**config.mk**
```make
export PLATFORM = sky130hd
export DESIGN_NAME = led_matrix_scan_flat
export DESIGN_NICKNAME = d
export VERILOG_FILES = /design/src/rtl/led_pkg.sv /design/src/rtl/led_matrix_scan_if.sv /design/src/rtl/led_pwm_cmp.sv /design/src/rtl/led_matrix_scan.sv /design/src/flat_wrapper.sv
export SDC_FILE = /design/constraint.sdc
export NUM_CORES = 1
export LEC_CHECK = 0
export CAP_MARGIN = 20
export CELL_PAD_IN_SITES_DETAIL_PLACEMENT = 0
export CELL_PAD_IN_SITES_GLOBAL_PLACEMENT = 1
export CORE_ASPECT_RATIO = 1.75
export CORE_MARGIN = 5
export CORE_UTILIZATION = 44
export CTS_CLUSTER_SIZE = 16
export DETAILED_ROUTE_END_ITERATION = 10
export HOLD_SLACK_MARGIN = 0.08
export PLACE_DENSITY = 0.85
export SLEW_MARGIN = 10
export SYNTH_ARGS = -nofsm -noshare
export SYNTH_HDL_FRONTEND = slang
export SYNTH_SLANG_ARGS = --single-unit
```
**constraint.sdc**
```tcl
create_clock -name clk -period 4.48 [get_ports clk]
set_input_delay 0.448 -clock clk [delete_from_list [all_inputs] [get_ports clk]]
set_output_delay 0.448 -clock clk [all_outputs]
set_load 0.005 [all_outputs]
```
**src/rtl/led_pkg.sv**
```systemverilog
`default_nettype none
// =====================================================================
// led_pkg: shared constants, scan state type and LED index helper for
//          the multiplexed LED matrix scanner.
// Revision: 1.0
// =====================================================================
package led_pkg;

  localparam int LED_ROWS       = 3;
  localparam int LED_COLS       = 4;
  localparam int LED_COUNT      = LED_ROWS * LED_COLS;
  localparam int ROW_CYCLES_DEF = 12000;
  localparam int ROW_CNT_W      = $clog2(ROW_CYCLES_DEF);

  typedef enum logic [0:0] {
    BLANK = 1'b0,
    DRIVE = 1'b1
  } scan_state_t;

  // Pattern bit of the LED at (row, col); row-major with 'cols' LEDs per row.
  function automatic int led_idx(input int row, input int col, input int cols = LED_COLS);
    return row * cols + col;
  endfunction

endpackage
`default_nettype wire

```
**src/rtl/led_matrix_scan_if.sv**
```systemverilog
`default_nettype none
// =====================================================================
// led_matrix_scan_if: pattern/brightness in, matrix pins and frame pulse
//                     out. The scanner uses the slave modport.
// Revision: 1.0
// =====================================================================
interface led_matrix_scan_if #(
  parameter int ROWS     = 3,
  parameter int COLS     = 4,
  parameter int PWM_BITS = 4
);

  logic [ROWS*COLS-1:0] pattern;
  logic [PWM_BITS-1:0]  brightness;
  logic [ROWS-1:0]      row_n;
  logic [COLS-1:0]      col;
  logic                 frame_start;

  modport master (
    output pattern, brightness,
    input  row_n, col, frame_start
  );

  modport slave (
    input  pattern, brightness,
    output row_n, col, frame_start
  );

endinterface
`default_nettype wire

```
**src/rtl/led_pwm_cmp.sv**
```systemverilog
`default_nettype none
// =====================================================================
// led_pwm_cmp: PWM comparator, enable while phase is below the duty.
// Revision: 1.0
// =====================================================================
module led_pwm_cmp #(
  parameter int W = 4
) (
  input  logic [W-1:0] phase,
  input  logic [W-1:0] duty,
  output logic         en
);

  assign en = (phase < duty);

endmodule
`default_nettype wire

```
**src/rtl/led_matrix_scan.sv**
```systemverilog
`default_nettype none
// =====================================================================
// led_matrix_scan: row-multiplexed LED matrix scanner with row blanking,
//                  PWM brightness and a per-frame input snapshot.
//                  Option macro: LED_SCAN_FADE_EN (one-frame afterglow).
// Revision: 1.0
// =====================================================================
module led_matrix_scan
  import led_pkg::*;
#(
  parameter int ROWS         = LED_ROWS,
  parameter int COLS         = LED_COLS,
  parameter int ROW_CYCLES   = ROW_CYCLES_DEF,
  parameter int BLANK_CYCLES = 16,
  parameter int PWM_BITS     = 4
) (
  input  logic             clk,
  input  logic             rst_n,
  led_matrix_scan_if.slave bus
);

  localparam int NLED  = ROWS * COLS;
  localparam int CNT_W = $clog2(ROW_CYCLES);
  localparam int ROW_W = (ROWS > 1) ? $clog2(ROWS) : 1;

  localparam logic [CNT_W-1:0] CNT_LAST  = CNT_W'(ROW_CYCLES - 1);
  localparam logic [CNT_W-1:0] CNT_BLANK = CNT_W'(BLANK_CYCLES);
  localparam logic [ROW_W-1:0] ROW_LAST  = ROW_W'(ROWS - 1);

  scan_state_t         state, state_nxt;
  logic [CNT_W-1:0]    cnt, cnt_nxt;
  logic [ROW_W-1:0]    row, row_nxt;
  logic [NLED-1:0]     pat_q, pat_nxt;
  logic [PWM_BITS-1:0] bri_q, bri_nxt;
  logic                capture;

  logic [ROWS-1:0]     row_n_q, row_n_nxt;
  logic [COLS-1:0]     col_q, col_nxt;
  logic                frame_start_q;

  logic [PWM_BITS-1:0] ph_nxt;
  logic [COLS-1:0]     col_en;

  // Everything is computed for the upcoming cycle so the pins line up with cnt.
  always_ff @(posedge clk or negedge rst_n) begin
    if (!rst_n) begin
      state         <= BLANK;
      cnt           <= '0;
      row           <= '0;
      pat_q         <= '1;
      bri_q         <= '0;
      row_n_q       <= '1;
      col_q         <= '0;
      frame_start_q <= 1'b0;
    end else begin
      state         <= state_nxt;
      cnt           <= cnt_nxt;
      row           <= row_nxt;
      pat_q         <= pat_nxt;
      bri_q         <= bri_nxt;
      row_n_q       <= row_n_nxt;
      col_q         <= col_nxt;
      frame_start_q <= capture;
    end
  end

  always_comb begin
    capture = (row == ROW_LAST) && (cnt == CNT_LAST);
    cnt_nxt = cnt + 1'b1;
    row_nxt = row;
    if (cnt == CNT_LAST) begin
      cnt_nxt = '0;
      row_nxt = (row == ROW_LAST) ? '0 : row + 1'b1;
    end
    pat_nxt   = capture ? bus.pattern    : pat_q;
    bri_nxt   = capture ? bus.brightness : bri_q;
    state_nxt = state;
    unique case (state)
      BLANK: if (cnt_nxt == CNT_BLANK) state_nxt = DRIVE;
      DRIVE: if (cnt == CNT_LAST)      state_nxt = BLANK;
    endcase
  end

  assign ph_nxt = PWM_BITS'(cnt_nxt - CNT_BLANK);

`ifdef LED_SCAN_FADE_EN
  logic [NLED-1:0] prev_q, prev_nxt;

  assign prev_nxt = capture ? pat_q : prev_q;

  always_ff @(posedge clk or negedge rst_n) begin
    if (!rst_n) prev_q <= '1;
    else        prev_q <= prev_nxt;
  end
`endif

  for (genvar c = 0; c < COLS; c++) begin : g_col
    logic [ROWS-1:0]     lit_rows;
    logic [PWM_BITS-1:0] duty;

    for (genvar r = 0; r < ROWS; r++) begin : g_row
      assign lit_rows[r] = ~pat_nxt[led_idx(r, c, COLS)];
    end

`ifdef LED_SCAN_FADE_EN
    logic [ROWS-1:0] fade_rows;

    for (genvar r = 0; r < ROWS; r++) begin : g_fade
      assign fade_rows[r] = ~prev_nxt[led_idx(r, c, COLS)] & pat_nxt[led_idx(r, c, COLS)];
    end

    // An LED that just went dark glows at half duty for one frame.
    assign duty = lit_rows[row_nxt]  ? bri_nxt :
                  fade_rows[row_nxt] ? (bri_nxt >> 1) : '0;
`else
    assign duty = lit_rows[row_nxt] ? bri_nxt : '0;
`endif

    led_pwm_cmp #(
      .W (PWM_BITS)
    ) u_cmp (
      .phase (ph_nxt),
      .duty  (duty),
      .en    (col_en[c])
    );
  end

  always_comb begin
    row_n_nxt = '1;
    col_nxt   = '0;
    if (state_nxt == DRIVE) begin
      row_n_nxt = ~(ROWS'(1) << row_nxt);
      col_nxt   = col_en;
    end
  end

  assign bus.row_n       = row_n_q;
  assign bus.col         = col_q;
  assign bus.frame_start = frame_start_q;

endmodule
`default_nettype wire

```
**src/flat_wrapper.sv**
```systemverilog
// flat-port wrapper written by rule: the top's interface ports become plain ports
module led_matrix_scan_flat import led_pkg::*;
#(
  parameter int ROWS         = LED_ROWS,
  parameter int COLS         = LED_COLS,
  parameter int ROW_CYCLES   = ROW_CYCLES_DEF,
  parameter int BLANK_CYCLES = 16,
  parameter int PWM_BITS     = 4
)
  (clk, rst_n, bus_pattern, bus_brightness, bus_row_n, bus_col, bus_frame_start);
  led_matrix_scan_if #(.ROWS(ROWS), .COLS(COLS), .PWM_BITS(PWM_BITS)) bus_i ();
  input  logic clk;
  input  logic rst_n;
  input wire logic [$bits(bus_i.pattern)-1:0] bus_pattern;
  input wire logic [$bits(bus_i.brightness)-1:0] bus_brightness;
  output wire logic [$bits(bus_i.row_n)-1:0] bus_row_n;
  output wire logic [$bits(bus_i.col)-1:0] bus_col;
  output wire logic [$bits(bus_i.frame_start)-1:0] bus_frame_start;
  assign bus_i.pattern = bus_pattern;
  assign bus_i.brightness = bus_brightness;
  assign bus_row_n = bus_i.row_n;
  assign bus_col = bus_i.col;
  assign bus_frame_start = bus_i.frame_start;
  led_matrix_scan #(.ROWS(ROWS), .COLS(COLS), .ROW_CYCLES(ROW_CYCLES), .BLANK_CYCLES(BLANK_CYCLES), .PWM_BITS(PWM_BITS)) u_core (.clk(clk), .rst_n(rst_n), .bus(bus_i));
endmodule
```
# Yosys cells after proc, flatten, opt, wreduce, memory -nomap -nowiden
# Cells that the tools add are included.
# op_classes
add_sub_neg	3
order_cmp	5
n_eq_ne	3
shift	1
n_mux	22
bitwise	14
reduce_logical	1
# ops
cell	n
$mux W4	6
$lt A4 B4 Y1	4
$add A14 B1 Y14 const B	1
$eq A14 B14 Y1 const B	1
$eq A14 B5 Y1 const B	1
$mux W14	1
$not A1 Y1	13
$mux W12	1
$bmux W1 S2	4
$mux W1	6
$mux W2	2
$sub A4 B1 Y4 const B	1
$lt A2 B3 Y1 const B	1
$mux W3	1
$not A3 Y3	1
$shl A1 B2 Y3 const A	1
$add A2 B1 Y2 const B	1
$eq A2 B2 Y1 const B	1
$pmux W1 S2	1
$logic_and A1 B1 Y1	1
# totals
register_bits	41
in_bits	18
output_inout_bits	8
word_cells	57

# Longest topological paths before layout
# depth
depth_word	9
depth_mapped	13

# Modules after synthesis
# From an unflattened synthesis, not the netlist that was laid out.
# unflattened
hier_cells	266
area_unflattened_um2	2682.6
# by_module_without_submodules
mod	n_inst	cells_each	area_per_inst_um2	seq_area_each_um2
led_matrix_scan	1	222	2342.2	1044.8
led_pwm_cmp	4	11	85.1	0.0

# Least setup slack after synthesis
# Ideal clock, no wire load.
# synth_timing
path_kind	register to register
from	register u_core.cnt[0]
to	register u_core.col_q[3], in the netlist u_core.bus.col[3]
setup_ns	0.111
arrival_ns	3.164
required_time_ns	4.369
path_slack_ns	1.205
stages_incl_launch_ff	12
path_buffers	0
cell_sequence	dfrtp_1 ha_1 nand4_2 nor4_4 mux2i_1 clkinv_1 mux2_1 o21a_1 nand2_1 ha_1 o211a_1 a2111oi_2
# synth_between
elab_cells_between_ends	20
cone_classes	2 x add/sub; 1 x order compare; 2 x eq/ne; 11 x mux; 3 x bitwise; 1 x reduce/logical
# synth_lines
item	line_no	rtl
from (decl)	led_matrix_scan.sv:31	logic [CNT_W-1:0] cnt, cnt_nxt;
from (signal assigned)	led_matrix_scan.sv:57	cnt <= cnt_nxt;
$eq A14 B14 Y1	led_matrix_scan.sv:71	if (cnt == CNT_LAST) begin
$mux W2	led_matrix_scan.sv:71	
net u_core.row_nxt[1]	led_matrix_scan.sv:32	logic [ROW_W-1:0] row, row_nxt;
$bmux W1 S2	led_matrix_scan.sv:116	assign duty = lit_rows[row_nxt] ? bri_nxt : '0;
$mux W1 (not written as such)	led_matrix_scan.sv:116	
$mux W4	led_matrix_scan.sv:116	
$lt A4 B4 Y1	led_pwm_cmp.sv:14	assign en = (phase < duty);
$mux W4	led_matrix_scan.sv:131	if (state_nxt == DRIVE) begin
net u_core.col_nxt[3]	led_matrix_scan.sv:38	logic [COLS-1:0] col_q, col_nxt;
to (signal assigned)	led_matrix_scan.sv:62	col_q <= col_nxt;
to (decl)	led_matrix_scan.sv:38	
# The timed path passes the listed nets, and every way through them passes these cells. The select of a mux whose other input is x is not followed.

# Final worst setup path
# Ends and elaborated chain as after synthesis.

==> metrics.yaml <==
cells_and_area:
  fin_nets: 281
  final_layout_size_suffix_gt1_share_pct: 18.3
  diodes: 0
  syn2layout_area_growth_pct: 15.3
  final_cell_mix: "33 x nand2_1, 26 x dfrtp_1, 24 x clkdlybuf4s50_1"
  final_common_cell: "nand2_1"
  final_area_sq_um: 2730
setup_path:
  max_stage_delay_ns: 0.41
  r2r-start: "u_core.cnt[0]"
  cp_max_fo: 15
  path_common_cell: "ha_1"
  r2r_slack_ns: 0.81
  cp.depth: 12
  cp_top_family: "multiplexers"
  rr_endpoint: "u_core.bus.col[3]"
  startpoint: "u_core.cnt[0]"
  critPathCapture: "u_core.bus.col[3]"
  start_kind: "register"
  slowest_stage: "dfrtp_1"
  required_ns: 4.66
  cp.arrival_ns: 3.85
  path_buf_inv: 2
  endpoint_kind: "register"
  cp_cell_sequence: "ha_1 > nand4_2 > nor4_4 > buf_4 > mux2i_1 > clkinv_1 > mux2_1 > o21a_1 > nand2_1 > ha_1 > o211a_1 > a2111oi_2"
  reg2regPathDepth: 12
  critPathKind: "reg -> reg"
drt:
  vias: 1743
  ant_nets: 0
  drc: 0
  vias_per_cell: 5.70
  post_drt_wl_per_cell_um: 16.6
  firstDrtPassIters: 4
  drt_first_iter_violations: 48
  routed_wl_um: 5090
power:
  powerDensity_nw_per_um2: 252
  ir_drop_v: 0.000196
  p_leak_uw: 0.00128
global_routing:
  antenna_found_initial: 0
  grt_pass1_wl_um: 8490
  grt_start_max_net_pins: 42
  grtUsageTotal_pct: 15.7
  grt_pass1_vias: 1869
  overflow: 0
synth:
  post-synth-top-area-fraction_pct: 27.4
  yosysSeqAreaShare_pct: 44.1
  ys_ff_latch: 41
  yosysWarnings: 0
  ys_top_cells_by_area: "dfrtp_1 27%, dfstp_2 17%, ha_1 6.9%"
  synth_area_per_cell_sq_um: 10.5
  synth_nets: 256
  synth_top_cell_by_area: "dfrtp_1"
  syn_inst: 225
  async_flop_share_pct: 100
  netlist-cell-type-count: 53
  synth_flop_cell: "dfrtp_1"
  syn_area_sq_um: 2370
  synth_edf_count: 0
floorplan:
  core_region_area_sq_um: 5260
  die_w_um: 65.5
  die_area_sq_um: 7010
  io_pins: 26
  rows: 35
  die_h_um: 107
  initial_core_util_pct: 45.1
clock_network:
  cts_resized: 0
  cts_buffers: 5
  cts_tree: "done"
  cts_setup_buffers: 0
  cts.sinks: 41
  cts-root-buf: "clkbuf_8"
  clk_latency_ns: 0.29
  ctsLongestPathBuffers: 2
  cts.clk_slew.worst_paths_ns: 0.09
  ctsHoldBuffers: 0
  h-tree-depth: 2
placement:
  port_buffers: 25
  dp_hpwl_um: 3880
  gp_congestion: 0.891
  place_area_sq_um: 2640
run:
  max_cap_violations: 0
sta:
  hold_viol_final: 0
  setup_viol: 0
  worst_pin_slew_ns: 0.896
  finalWorstPathRequiredPeriod_ns: 3.67
  max_freq_mhz: 272
  grt_setup_unrepaired: "no"
  period_share_pct: 81.9
  slew_violations: 0
  relSlewSlack_pct: 40.2
  finalSetupTns_ns: 0
  fin_skew_ns: 0.0114
run_status:
  outcome: "complete, no violations"
hold_path:
  hold_path_class: "in -> async"
## through the flow
step / hold slack, ns / setup WS, ns / utilization, % / std cells / total power, uW
after global placement: 0.455 / 0.975 / 50.3 / 298 / 440
final: 0.281 / 0.810 / 52.0 / 306 / 688
after global routing: 0.349 / 0.536 / 52.0 / 306 / 716
after detailed placement: 0.466 / 0.835 / 50.3 / 298 / 442
after CTS: 0.324 / 0.812 / 52.0 / 306 / 694
after floorplan: 0.152 / 1.20 / - / 225 / 411
## worst reg2reg max path: cells and delay by family, from the launching register on
kind / cells / cell delay, ns
multiplexers: 2 / 0.75
AO/OA/AOI/OAI: 3 / 0.73
AND/OR/NAND/NOR: 3 / 0.69
adder cells (fa/ha/maj): 2 / 0.49
buffers and inverters: 2 / 0.48
flip-flops: 1 / 0.41
## registers in the layout, indices dropped and copies added, names as in the netlist
name,count
u_core.bri_q,4
u_core.bus.col,4
u_core.bus.frame_start,1
u_core.bus.row_n,3
u_core.cnt,14
u_core.pat_q,12
u_core.row,2
u_core.state,1
## how the worst min path moves through the flow
stage                        endpoint  depth (start not counted)
floorplan             u_core.bri_q[0]                          0
CTS                 u_core.bus.col[2]                          1
detailed placement    u_core.pat_q[6]                          2
global placement      u_core.pat_q[6]                          2
global route        u_core.bus.col[2]                          1
finish              u_core.bus.col[2]                          1
## synthesized netlist by cell type (all sizes together), types with 2 or more instances
cell type	n
dfstp	15
a31oi	2
ha	13
or4	2
dfrtp	26
nor2	14
o21ai	8
a2111oi	4
xnor2	4
nor3	5
nand3	8
and4	2
clkbuf	4
and2	2
nand2	33
mux2i	8
or3	3
mux2	11
inv	13
o211ai	5
nor2b	4
o211a	3
nand4	3
buf	4
o21a	5
xor2	6
a21oi	5
## power by group
group          total (uW)  internal [uW]  switching, uW
Combinational        52.3           29.2           23.1
Sequential            382            380           2.04
Clock                 254            126            128
Total                 688            535            153
## per-layer routing
layer	share of wire, %	track usage [%]	vias to the layer above
li1	-	-	842
met1	38	16.8	864
met2	57	30.2	29
met3	3.4	2.41	8
met4	2.1	5.34	0
met5	0	0	-
## area by class of cell
class | instances | area, sq um
clock inverters | 1 | 6.26
well taps | 55 | 68.8
multi-input cells | 162 | 1220
repair buffers | 26 | 253
fillers | 509 | 2520
flip-flops and latches | 41 | 1040
inverters | 14 | 57.6
clock buffers | 7 | 86.3
## kinds of logic after synthesis
family	count (synthesis)	share of synthesized area (%)
compound gates	39	14.0
xor+xnor	10	3.69
fa+ha+maj	13	6.86
buf+inv	22	4.59
flops	41	44.1
mux	19	9.23
simple gates	81	17.6
(Power assumes the default switching activity.)
